===== config.mk =====
export PLATFORM = sky130hd
export DESIGN_NAME = spio_deb
export DESIGN_NICKNAME = d
export VERILOG_FILES = /design/src/rtl/spio_pkg.sv /design/src/rtl/spio_debounce.sv /design/src/rtl/spio_deb.sv
export SDC_FILE = /design/constraint.sdc
export NUM_CORES = 1
export LEC_CHECK = 0
export BUFFER_PORTS_ARGS = -buffer_cell sky130_fd_sc_hd__buf_2
export CAP_MARGIN = 20
export CORE_UTILIZATION = 56
export CTS_BUF_LIST = sky130_fd_sc_hd__clkbuf_8
export DETAILED_ROUTE_END_ITERATION = 16
export PLACE_DENSITY_LB_ADDON = 0.05
export SETUP_SLACK_MARGIN = 0.4
export SYNTH_ARGS = -nofsm -noshare
export SYNTH_HDL_FRONTEND = slang
export SYNTH_SLANG_ARGS = --single-unit

===== constraint.sdc =====
create_clock -name i_clk -period 2.4 [get_ports i_clk]
set_input_delay 0.24 -clock i_clk [delete_from_list [all_inputs] [get_ports i_clk]]
set_output_delay 0.24 -clock i_clk [all_outputs]
set_load 0.005 [all_outputs]

===== src/rtl/spio_pkg.sv =====
// Shared register map, control-bit layout and version for the simple peripheral I/O block.
package spio_pkg;

    localparam logic [1:0] ADDR_LED  = 2'd0;
    localparam logic [1:0] ADDR_BTN  = 2'd1;
    localparam logic [1:0] ADDR_SW   = 2'd2;
    localparam logic [1:0] ADDR_CTRL = 2'd3;

    localparam int CTRL_DEMO   = 0;
    localparam int CTRL_BTN_IE = 1;
    localparam int CTRL_SW_IE  = 2;
    localparam int CTRL_EDGE   = 3;

    localparam logic [15:0] SPIO_VERSION = 16'h0002;

    // Packed so that demo lands in bit 0, matching the CTRL register layout.
    typedef struct packed {
        logic edge_mode;
        logic sw_ie;
        logic btn_ie;
        logic demo;
    } ctrl_t;

    localparam ctrl_t CTRL_RESET = '{edge_mode: 1'b0, sw_ie: 1'b0, btn_ie: 1'b0, demo: 1'b1};

endpackage


===== src/rtl/spio_debounce.sv =====
// Per-bit synchroniser plus counter debouncer; emits the stable level and one-cycle edge pulses.
module spio_debounce #(
    parameter int WIDTH    = 8,
    parameter int NFF      = 2,
    parameter int DEBOUNCE = 100000
) (
    input  logic             i_clk,
    input  logic             i_reset_n,
    input  logic [WIDTH-1:0] i_raw,
    output logic [WIDTH-1:0] o_level,
    output logic [WIDTH-1:0] o_rise,
    output logic [WIDTH-1:0] o_fall
);

    localparam int            CW       = $clog2(DEBOUNCE);
    localparam logic [CW-1:0] CNT_LAST = CW'(DEBOUNCE - 1);

    for (genvar i = 0; i < WIDTH; i++) begin : g_bit
        logic [NFF-1:0] sync;
        logic [CW-1:0]  cnt;
        logic           lvl, rise, fall;

        // Counter tracks consecutive samples disagreeing with the level; any agreement restarts it.
        always_ff @(posedge i_clk or negedge i_reset_n) begin
            if (!i_reset_n) begin
                sync <= '0;
                cnt  <= '0;
                lvl  <= 1'b0;
                rise <= 1'b0;
                fall <= 1'b0;
            end else begin
                sync <= {sync[NFF-2:0], i_raw[i]};
                rise <= 1'b0;
                fall <= 1'b0;
                if (sync[NFF-1] == lvl) begin
                    cnt <= '0;
                end else if (cnt == CNT_LAST) begin
                    lvl  <= ~lvl;
                    cnt  <= '0;
                    rise <= ~lvl;
                    fall <= lvl;
                end else begin
                    cnt <= cnt + CW'(1);
                end
            end
        end

        assign o_level[i] = lvl;
        assign o_rise[i]  = rise;
        assign o_fall[i]  = fall;
    end

endmodule


===== src/rtl/spio_deb.sv =====
// Wishbone LED/button/switch peripheral: masked LED writes, W1C event latches, demo pattern, interrupt.
module spio_deb
    import spio_pkg::*;
#(
    parameter int NLEDS     = 8,
    parameter int NBTN      = 8,
    parameter int NSW       = 8,
    parameter int NFF       = 2,
    parameter int DEBOUNCE  = 100000,
    parameter int DEMO_LOG2 = 22
) (
    input  logic             i_clk,
    input  logic             i_reset_n,
    input  logic             i_wb_cyc,
    input  logic             i_wb_stb,
    input  logic             i_wb_we,
    input  logic [1:0]       i_wb_addr,
    input  logic [31:0]      i_wb_data,
    input  logic [3:0]       i_wb_sel,
    output logic             o_wb_stall,
    output logic             o_wb_ack,
    output logic [31:0]      o_wb_data,
    input  logic [NBTN-1:0]  i_btn,
    input  logic [NSW-1:0]   i_sw,
    output logic [NLEDS-1:0] o_led,
    output logic             o_int
);

    ctrl_t                ctrl;
    logic [NLEDS-1:0]     led_reg, led_nxt, pat;
    logic                 dir_down;
    logic [DEMO_LOG2-1:0] presc;
    logic [NBTN-1:0]      btn_lvl, btn_rise, btn_fall, btn_latch, btn_clr;
    logic [NSW-1:0]       sw_lvl, sw_rise, sw_fall, sw_latch, sw_clr;
    logic                 req, wr;
    logic [15:0]          lo_be, hi_be, mask, eff;
    logic [31:0]          rdata;

    assign req        = i_wb_cyc & i_wb_stb;
    assign wr         = req & i_wb_we;
    assign o_wb_stall = 1'b0;

    spio_debounce #(.WIDTH(NBTN), .NFF(NFF), .DEBOUNCE(DEBOUNCE)) u_btn (
        .i_clk(i_clk), .i_reset_n(i_reset_n), .i_raw(i_btn),
        .o_level(btn_lvl), .o_rise(btn_rise), .o_fall(btn_fall)
    );

    spio_debounce #(.WIDTH(NSW), .NFF(NFF), .DEBOUNCE(DEBOUNCE)) u_sw (
        .i_clk(i_clk), .i_reset_n(i_reset_n), .i_raw(i_sw),
        .o_level(sw_lvl), .o_rise(sw_rise), .o_fall(sw_fall)
    );

    // An all-zero (or byte-disabled) mask means a plain write of the enabled low lanes.
    always_comb begin
        lo_be   = {{8{i_wb_sel[1]}}, {8{i_wb_sel[0]}}};
        hi_be   = {{8{i_wb_sel[3]}}, {8{i_wb_sel[2]}}};
        mask    = i_wb_data[31:16] & hi_be;
        eff     = (mask == 16'h0) ? lo_be : (mask & lo_be);
        led_nxt = NLEDS'((16'(led_reg) & ~eff) | (i_wb_data[15:0] & eff));
        btn_clr = '0;
        sw_clr  = '0;
        if (wr && i_wb_addr == ADDR_BTN) btn_clr = i_wb_data[NBTN-1:0] & lo_be[NBTN-1:0];
        if (wr && i_wb_addr == ADDR_SW)  sw_clr  = i_wb_data[16 +: NSW] & hi_be[NSW-1:0];
    end

    always_comb begin
        rdata = '0;
        case (i_wb_addr)
            ADDR_LED: rdata[15:0] = 16'(led_reg);
            ADDR_BTN: rdata = {16'(btn_lvl), 16'(btn_latch)};
            ADDR_SW:  rdata = {16'(sw_latch), 16'(sw_lvl)};
            default:  rdata = {SPIO_VERSION, 12'h0, ctrl};
        endcase
    end

    // Edge set is OR'd after the clear so a coincident W1C never loses a fresh event.
    always_ff @(posedge i_clk or negedge i_reset_n) begin
        if (!i_reset_n) begin
            o_wb_ack  <= 1'b0;
            o_wb_data <= '0;
            led_reg   <= '0;
            ctrl      <= CTRL_RESET;
            btn_latch <= '0;
            sw_latch  <= '0;
            o_int     <= 1'b0;
        end else begin
            o_wb_ack  <= req;
            o_wb_data <= req ? rdata : '0;
            if (wr && i_wb_addr == ADDR_LED) led_reg <= led_nxt;
            if (wr && i_wb_addr == ADDR_CTRL && i_wb_sel[0]) ctrl <= ctrl_t'(i_wb_data[3:0]);
            btn_latch <= (btn_latch & ~btn_clr) | btn_rise | (ctrl.edge_mode ? btn_fall : '0);
            sw_latch  <= (sw_latch & ~sw_clr) | sw_rise | sw_fall;
            o_int     <= (ctrl.btn_ie & |btn_latch) | (ctrl.sw_ie & |sw_latch);
        end
    end

    // Bouncing one-hot keeps running even while the LEDs show the register value.
    always_ff @(posedge i_clk or negedge i_reset_n) begin
        if (!i_reset_n) begin
            presc    <= '0;
            pat      <= NLEDS'(1);
            dir_down <= 1'b0;
            o_led    <= '0;
        end else begin
            presc <= presc + DEMO_LOG2'(1);
            o_led <= ctrl.demo ? pat : led_reg;
            if (&presc && NLEDS > 1) begin
                if (!dir_down) begin
                    if (pat[NLEDS-1]) begin
                        pat      <= pat >> 1;
                        dir_down <= 1'b1;
                    end else begin
                        pat <= pat << 1;
                    end
                end else if (pat[0]) begin
                    pat      <= pat << 1;
                    dir_down <= 1'b0;
                end else begin
                    pat <= pat >> 1;
                end
            end
        end
    end

endmodule


==> flow_summary.ini, run 1 <==
[timing]
skew_ps = 28.1
rsz0062_at_grt = false
post-route-period-util_pct = 80.6
clock.fmax_mhz = 517
hold_viol = 0
whs_ps = 63.2
setup_viol = 0
period_minus_slack_ps = 1930
worst_pin_slew_ps = 628
tns_ps = 0
slew_viol_final = 0
setup_slack_ps = 466
relSlewSlack_pct = 57.7

[routing]
wire_per_inst_um = 15.9
ant_nets = 0
drtIter0Drc = 705
vias_per_cell = 5.56
drt-total-wl_um = 41000
drcViolationCount = 0
first_pass_iters = 4
vias = 14358

[logic_synthesis]
synth-seq-area-share_pct = 54.8
ys_ff_latch = 437
syn_area_per_cell_um2 = 10.5
synth_cells = 1891
yosysTopAreaCell = dfrtp_1
synth_top_area_share_pct = 54.6
synth_cell_types = 50
async_reset_ff_share_pct = 100
synth_edf_count = 0
synth_ff_type = dfrtp_1
synth_warnings = 0
synth_area_um2 = 19900
synth.area.top_cells = dfrtp_1 55%, xor2_1 5.6%, xnor2_1 4.9%

[grt]
first_global_vias = 14030
groute.usage.overall_pct = 23.4
grt_antenna_before_repair = 6
grt-ovfl-total = 0
grt_max_degree = 69
grt_pass1_wl_um = 68600

[setup_path]
endpoint_kind = register
start_kind = register
crit_buf_inv = 0
criticalPathCategory = register to register
path_delay_family = simple AND/OR/NAND/NOR gates
worstPathRequired_ps = 2870
cp.arrival_ps = 2410
critical-path-slowest-cell = or4_4
critPathMaxStageDelay_ps = 550
path_cells = ha_2, and4_4, nand2_1, or4_4, mux2_2
cp_max_fo = 6

[placement]
place_inst = 2411
placement.io_buffers = 75
dp_hpwl_um = 28100
place.gp.congestion = 0.881
pre_cts_ws_ps = 354

[clock_tree]
clock-root-buffer = clkbuf_8
clkLatencyLatePin_ps = 620
cts_tree = done
cts.path.max_buffers = 3
clkSlewWorstSetupHoldPaths_ps = 60
cts_buffers = 74
htree_levels = 3
cts.sinks = 437

[layout]
layout_common_cells = 435 x dfrtp_1, 255 x nor2_1, 149 x nand2_1
syn_to_final_growth_pct = 15.4
final_util_pct = 66.1
final_common_cell = dfrtp_1
drive_gt1_share_pct = 14.2
num-nets-final = 2147
final_cells = 2583

[power_and_ir_drop]
vdd_drop_max_v = 0.000514
powerDensity_nw_per_um2 = 673
leakage_uw = 0.0100

[run]
drv_cap = 0

[die]
num_io_pins = 102
die_w_um = 191
num_rows = 68
core_um2 = 34800
fp.dieH_um = 191
initial_utilization_pct = 57.3
dieArea_um2 = 36400

[min_path]
worst_hold_path_type = input pin to register

[outcome]
outcome = complete, no violations
-- cells in the mapped netlist, types with 16 or more instances --
cell type	count
dfrtp_1	435
and2_1	30
and3_1	22
nor4_1	26
ha_1	17
and4_1	43
nor4bb_1	19
or2_2	20
mux2_2	30
xor2_1	128
nor3_1	43
clkbuf_1	42
nor3b_1	33
or3_1	37
a21oi_1	45
nand3_1	89
xnor2_1	111
o21ai_0	47
nand2_1	149
inv_1	28
buf_4	17
nand4_1	91
o211ai_1	16
nor2_1	255
-- layout make-up --
| type | count | area (um^2) |
|---|---|---|
| multi-input combinational | 1378 | 8680 |
| antenna | 4 | 10.0 |
| fill | 2744 | 11800 |
| clock buffer | 99 | 1360 |
| inverter | 28 | 105 |
| timing repair buffer | 152 | 1110 |
| sequential | 437 | 10900 |
| clock inverter | 30 | 236 |
| tap | 455 | 569 |
-- per-layer routing --
layer	vias up	GRT usage [%]	routed length, um	share of wire [%]
met2	267	36.7	19000	46
met1	7000	32.3	18900	46
met3	74	4.88	1960	4.8
li1	7015	-	-	-
met4	2	8.68	1090	2.7
met5	-	0	17	0.042
-- report_power, final --
part           internal (uW)  leakage [uW]  switching [uW]
Sequential              7550       0.00591             153
Clock                   4100      0.000884            2920
Combinational            293       0.00320             466
Total                  11900        0.0100            3540
-- per-stage QoR --
stage / total power, uW / instance area [um^2]
after CTS: 15700 / 22900
final: 15500 / 23000
after global placement: 8540 / 21000
after floorplan: 8130 / 20000
after detailed placement: 8550 / 21000
after global routing: 16200 / 23000
-- repair_timing --
item / in CTS / in global routing
setup endpoints to repair: 3 / 9
pin swaps: 0 / 1
hold buffers: 33 / 0
hold endpoints to repair: 102 / 0
gates resized for setup: 3 / 3
setup buffers: 0 / 6
-- sequential cells by signal, summed over array words and instances (netlist names), named ones only --
name / flops
u_btn.g_bit.cnt: 136
u_sw.g_bit.cnt: 136
presc: 22
o_wb_data: 16
u_btn.g_bit.sync: 16
u_sw.g_bit.sync: 16
btn_latch: 8
o_led: 8
pat: 8
sw_latch: 8
u_btn.g_bit.fall: 8
u_btn.g_bit.lvl: 8
u_btn.g_bit.rise: 8
u_sw.g_bit.fall: 8
u_sw.g_bit.lvl: 8
u_sw.g_bit.rise: 8
ctrl: 4
dir_down: 1
o_int: 1
o_wb_ack: 1
-- cell families (layout without fill, tap and decap cells) --
kind of cell               count (synthesis)  count (layout)  synth area share (%)
AOI/OAI and AO/OA                        175             175                  5.56
xor gates and xnor gates                 239             239                  10.5
adders and majority gates                 17              17                  1.07
buffers and inverters                     92             309                  2.07
DFF                                      437             437                  54.8
muxes                                     41              41                  2.50
other                                      1              21                0.0188
and+or+nand+nor                          889             889                  23.5
-- worst paths after layout --
| path | slack [ps] | end | cells after the start | startpoint |
|---|---|---|---|---|
| hold reg to reg | 340 | u_btn.g_bit[2].sync[1] | 0 | u_btn.g_bit[2].sync[0] |
| min in group asynchronous | 210 | u_sw.g_bit[6].cnt[6] | 2 | i_reset_n |
| hold / removal | 60 | o_wb_data[17] | 3 | i_wb_addr[0] |
| setup reg to reg | 470 | u_btn.g_bit[7].lvl | 5 | u_btn.g_bit[7].cnt[1] |
| max in group asynchronous | 1420 | ctrl[0] | 3 | i_reset_n |
| setup / recovery | 470 | u_btn.g_bit[7].lvl | 5 | u_btn.g_bit[7].cnt[1] |
-- worst reg2reg max path: cells and delay by family, from the launching register on --
family                   cells  cell delay [ps]
flip-flops                   1              390
AND/OR/NAND/NOR              3              920
multiplexers                 1              290
adder cells (fa/ha/maj)      1              230
Note: power is estimated with default switching activity, not from simulation.
==> run 2: changes to the inputs <==
==> constraint.sdc (replaced) <==
create_clock -name i_clk -period 2 [get_ports i_clk]
set_input_delay 0.2 -clock i_clk [delete_from_list [all_inputs] [get_ports i_clk]]
set_output_delay 0.2 -clock i_clk [all_outputs]
set_load 0.005 [all_outputs]
==> run 2 against run 1 <==
Via count up 9.6%. Final cell count rose by 7.5%. Core utilization increased by 7.9 points. Die area did not move. Register-to-register slack worse by 290 ps. Final area up 12%. Flip-flop and latch count stayed put. Critical path depth increased by 1. Sequential share of layout area fell by 4.8 points. Wire length increased by 16%. Largest cell class unchanged. Worst hold slack worse by 23 ps. Sequential power grew 20%.
==> flow_summary.ini, run 2 (synthesized netlist as in run 1, its figures left out) <==
[power_and_ir_drop]
powerDensity_nw_per_um2 = 725
vdd_drop_max_v = 0.000665
switching_share_pct = 23.6
p_comb_share_pct = 6.2
p_seq_share_pct = 49.7
power_frac_clock_pct = 44.2
power.switching_uw = 4400
intPower_uw = 14300
leakage_uw = 0.0111

[setup_path]
criticalPathCategory = register to register
cp.arrival_ps = 2330
reg2reg_from = presc[1]
endpoint_kind = register
crit_path_end = pat[5]
path_cells = ha_2, nand4_1, or3_4, nor4_4, buf_6, mux2_2
cp_max_fo = 8
cp.depth = 6
critPathLaunch = presc[1]
start_kind = register
path_delay_family = simple AND/OR/NAND/NOR gates
critPathMaxStageDelay_ps = 370
worstPathRequired_ps = 2510
reg2reg_to = pat[5]
rrSetupSlack_ps = 180
crit_buf_inv = 1
reg2reg_depth = 6
critical-path-slowest-cell = dfrtp_1

[routing]
vias = 15737
drt-total-wl_um = 47300
first_pass_iters = 5
drcViolationCount = 0
vias_per_cell = 5.67
wire_per_inst_um = 17.0
ant_nets = 0
drtIter0Drc = 914

[run]
drv_cap = 0

[placement]
dp_hpwl_um = 28500
placement.io_buffers = 75
place_inst = 2430
place.gp.congestion = 0.845
place_area_um2 = 21400

[layout]
final_util_pct = 74.0
layout_common_cells = 379 x dfrtp_1, 236 x nor2_1, 204 x buf_4
reg.largest.list = u_btn.g_bit.cnt (136), u_sw.g_bit.cnt (136), presc (22)
syn_to_final_growth_pct = 29.1
final_common_cell = dfrtp_1
final_cells = 2777
design_area_um2 = 25800
num-nets-final = 2339
fillCellCount = 2363
drive_gt1_share_pct = 31.7

[clock_tree]
cts.path.max_buffers = 3
cts_tree = done
cts_buffers = 73
htree_levels = 3
clkSlewWorstSetupHoldPaths_ps = 60
clock-root-buffer = clkbuf_8
clkLatencyLatePin_ps = 630
cts.sinks = 437

[die]
die_w_um = 191
core_um2 = 34800
num_io_pins = 102
fp.dieH_um = 191
num_rows = 68
dieArea_um2 = 36400
initial_utilization_pct = 57.3

[grt]
first_global_vias = 14857
grt_pass1_wl_um = 72400
groute.usage.overall_pct = 24.8
grt-ovfl-total = 0
grt_antenna_before_repair = 7
grt_max_degree = 66

[outcome]
outcome = complete, no violations

[timing]
post-route-period-util_pct = 91.1
hold_viol = 0
clock.fmax_mhz = 549
whs_ps = 39.8
period_minus_slack_ps = 1820
slew_viol_final = 0
tns_ps = 0
rsz0062_at_grt = true
skew_ps = 20.3
setup_viol = 0

[min_path]
worst_hold_path_type = input pin to register
min_path_cells = 4
## run 2: layer usage
metal | up-vias | part of all wire [%] | GRT usage (%)
met2 | 397 | 49 | 39.7
li1 | 7425 | - | -
met1 | 7821 | 44 | 33.1
met4 | 0 | 2.9 | 9.78
met3 | 94 | 4.8 | 5.28
met5 | - | 0 | 0
## run 2: what timing repair did
item	4_1_cts	5_1_grt
hold buffers	42	0
endpoints found under the hold margin	481	0
gates cloned	0	2
pin swaps	50	119
resized for setup	88	205
endpoints found under the setup margin	175	163
setup buffers	88	81
## run 2: worst min-delay path, cell delays in order
cell and delay, ps:
buf_2 160, nor2_1 60, a21oi_1 110, nor2_1 70
## run 2: metrics by stage
step                setup slack [ps]  power [uW]
floorplan                       7.08        9780
global placement                 141       10300
detailed placement               109       10300
CTS                              192       18700
global route                     112       19400
finish                           178       18700
## run 2: area by class of cell
type                       instances  area, um^2  area share, %
antenna                            6        15.0         0.0583
tap                              455         569           2.21
multi-input combinational       1378        9850           38.2
clock inverter                    31         214          0.831
clock buffer                      97        1340           5.18
timing repair buffer             345        2660           10.3
sequential                       437       11000           42.7
inverter                          28         105          0.408
## run 2: power groups by stage
stage / sequential [uW] / combinational (uW) / clock (uW)
floorplan: 9340 / 438 / 0
global placement: 9390 / 879 / 0
detailed placement: 9400 / 898 / 0
CTS: 9250 / 1030 / 8460
global route: 9290 / 1280 / 8850
finish: 9270 / 1150 / 8240
## run 2: worst min path at each step
stage	start	to	slack (ps)
2_1_floorplan	i_reset_n	async pin	-100
3_3_place_gp	i_reset_n	u_btn.g_bit[2].cnt[13]	150
3_5_place_dp	i_reset_n	u_btn.g_bit[2].cnt[5]	160
4_1_cts	i_wb_stb	o_wb_ack	5
5_1_grt	i_wb_stb	o_wb_ack	20
6_report	i_wb_addr[0]	o_wb_data[4]	40
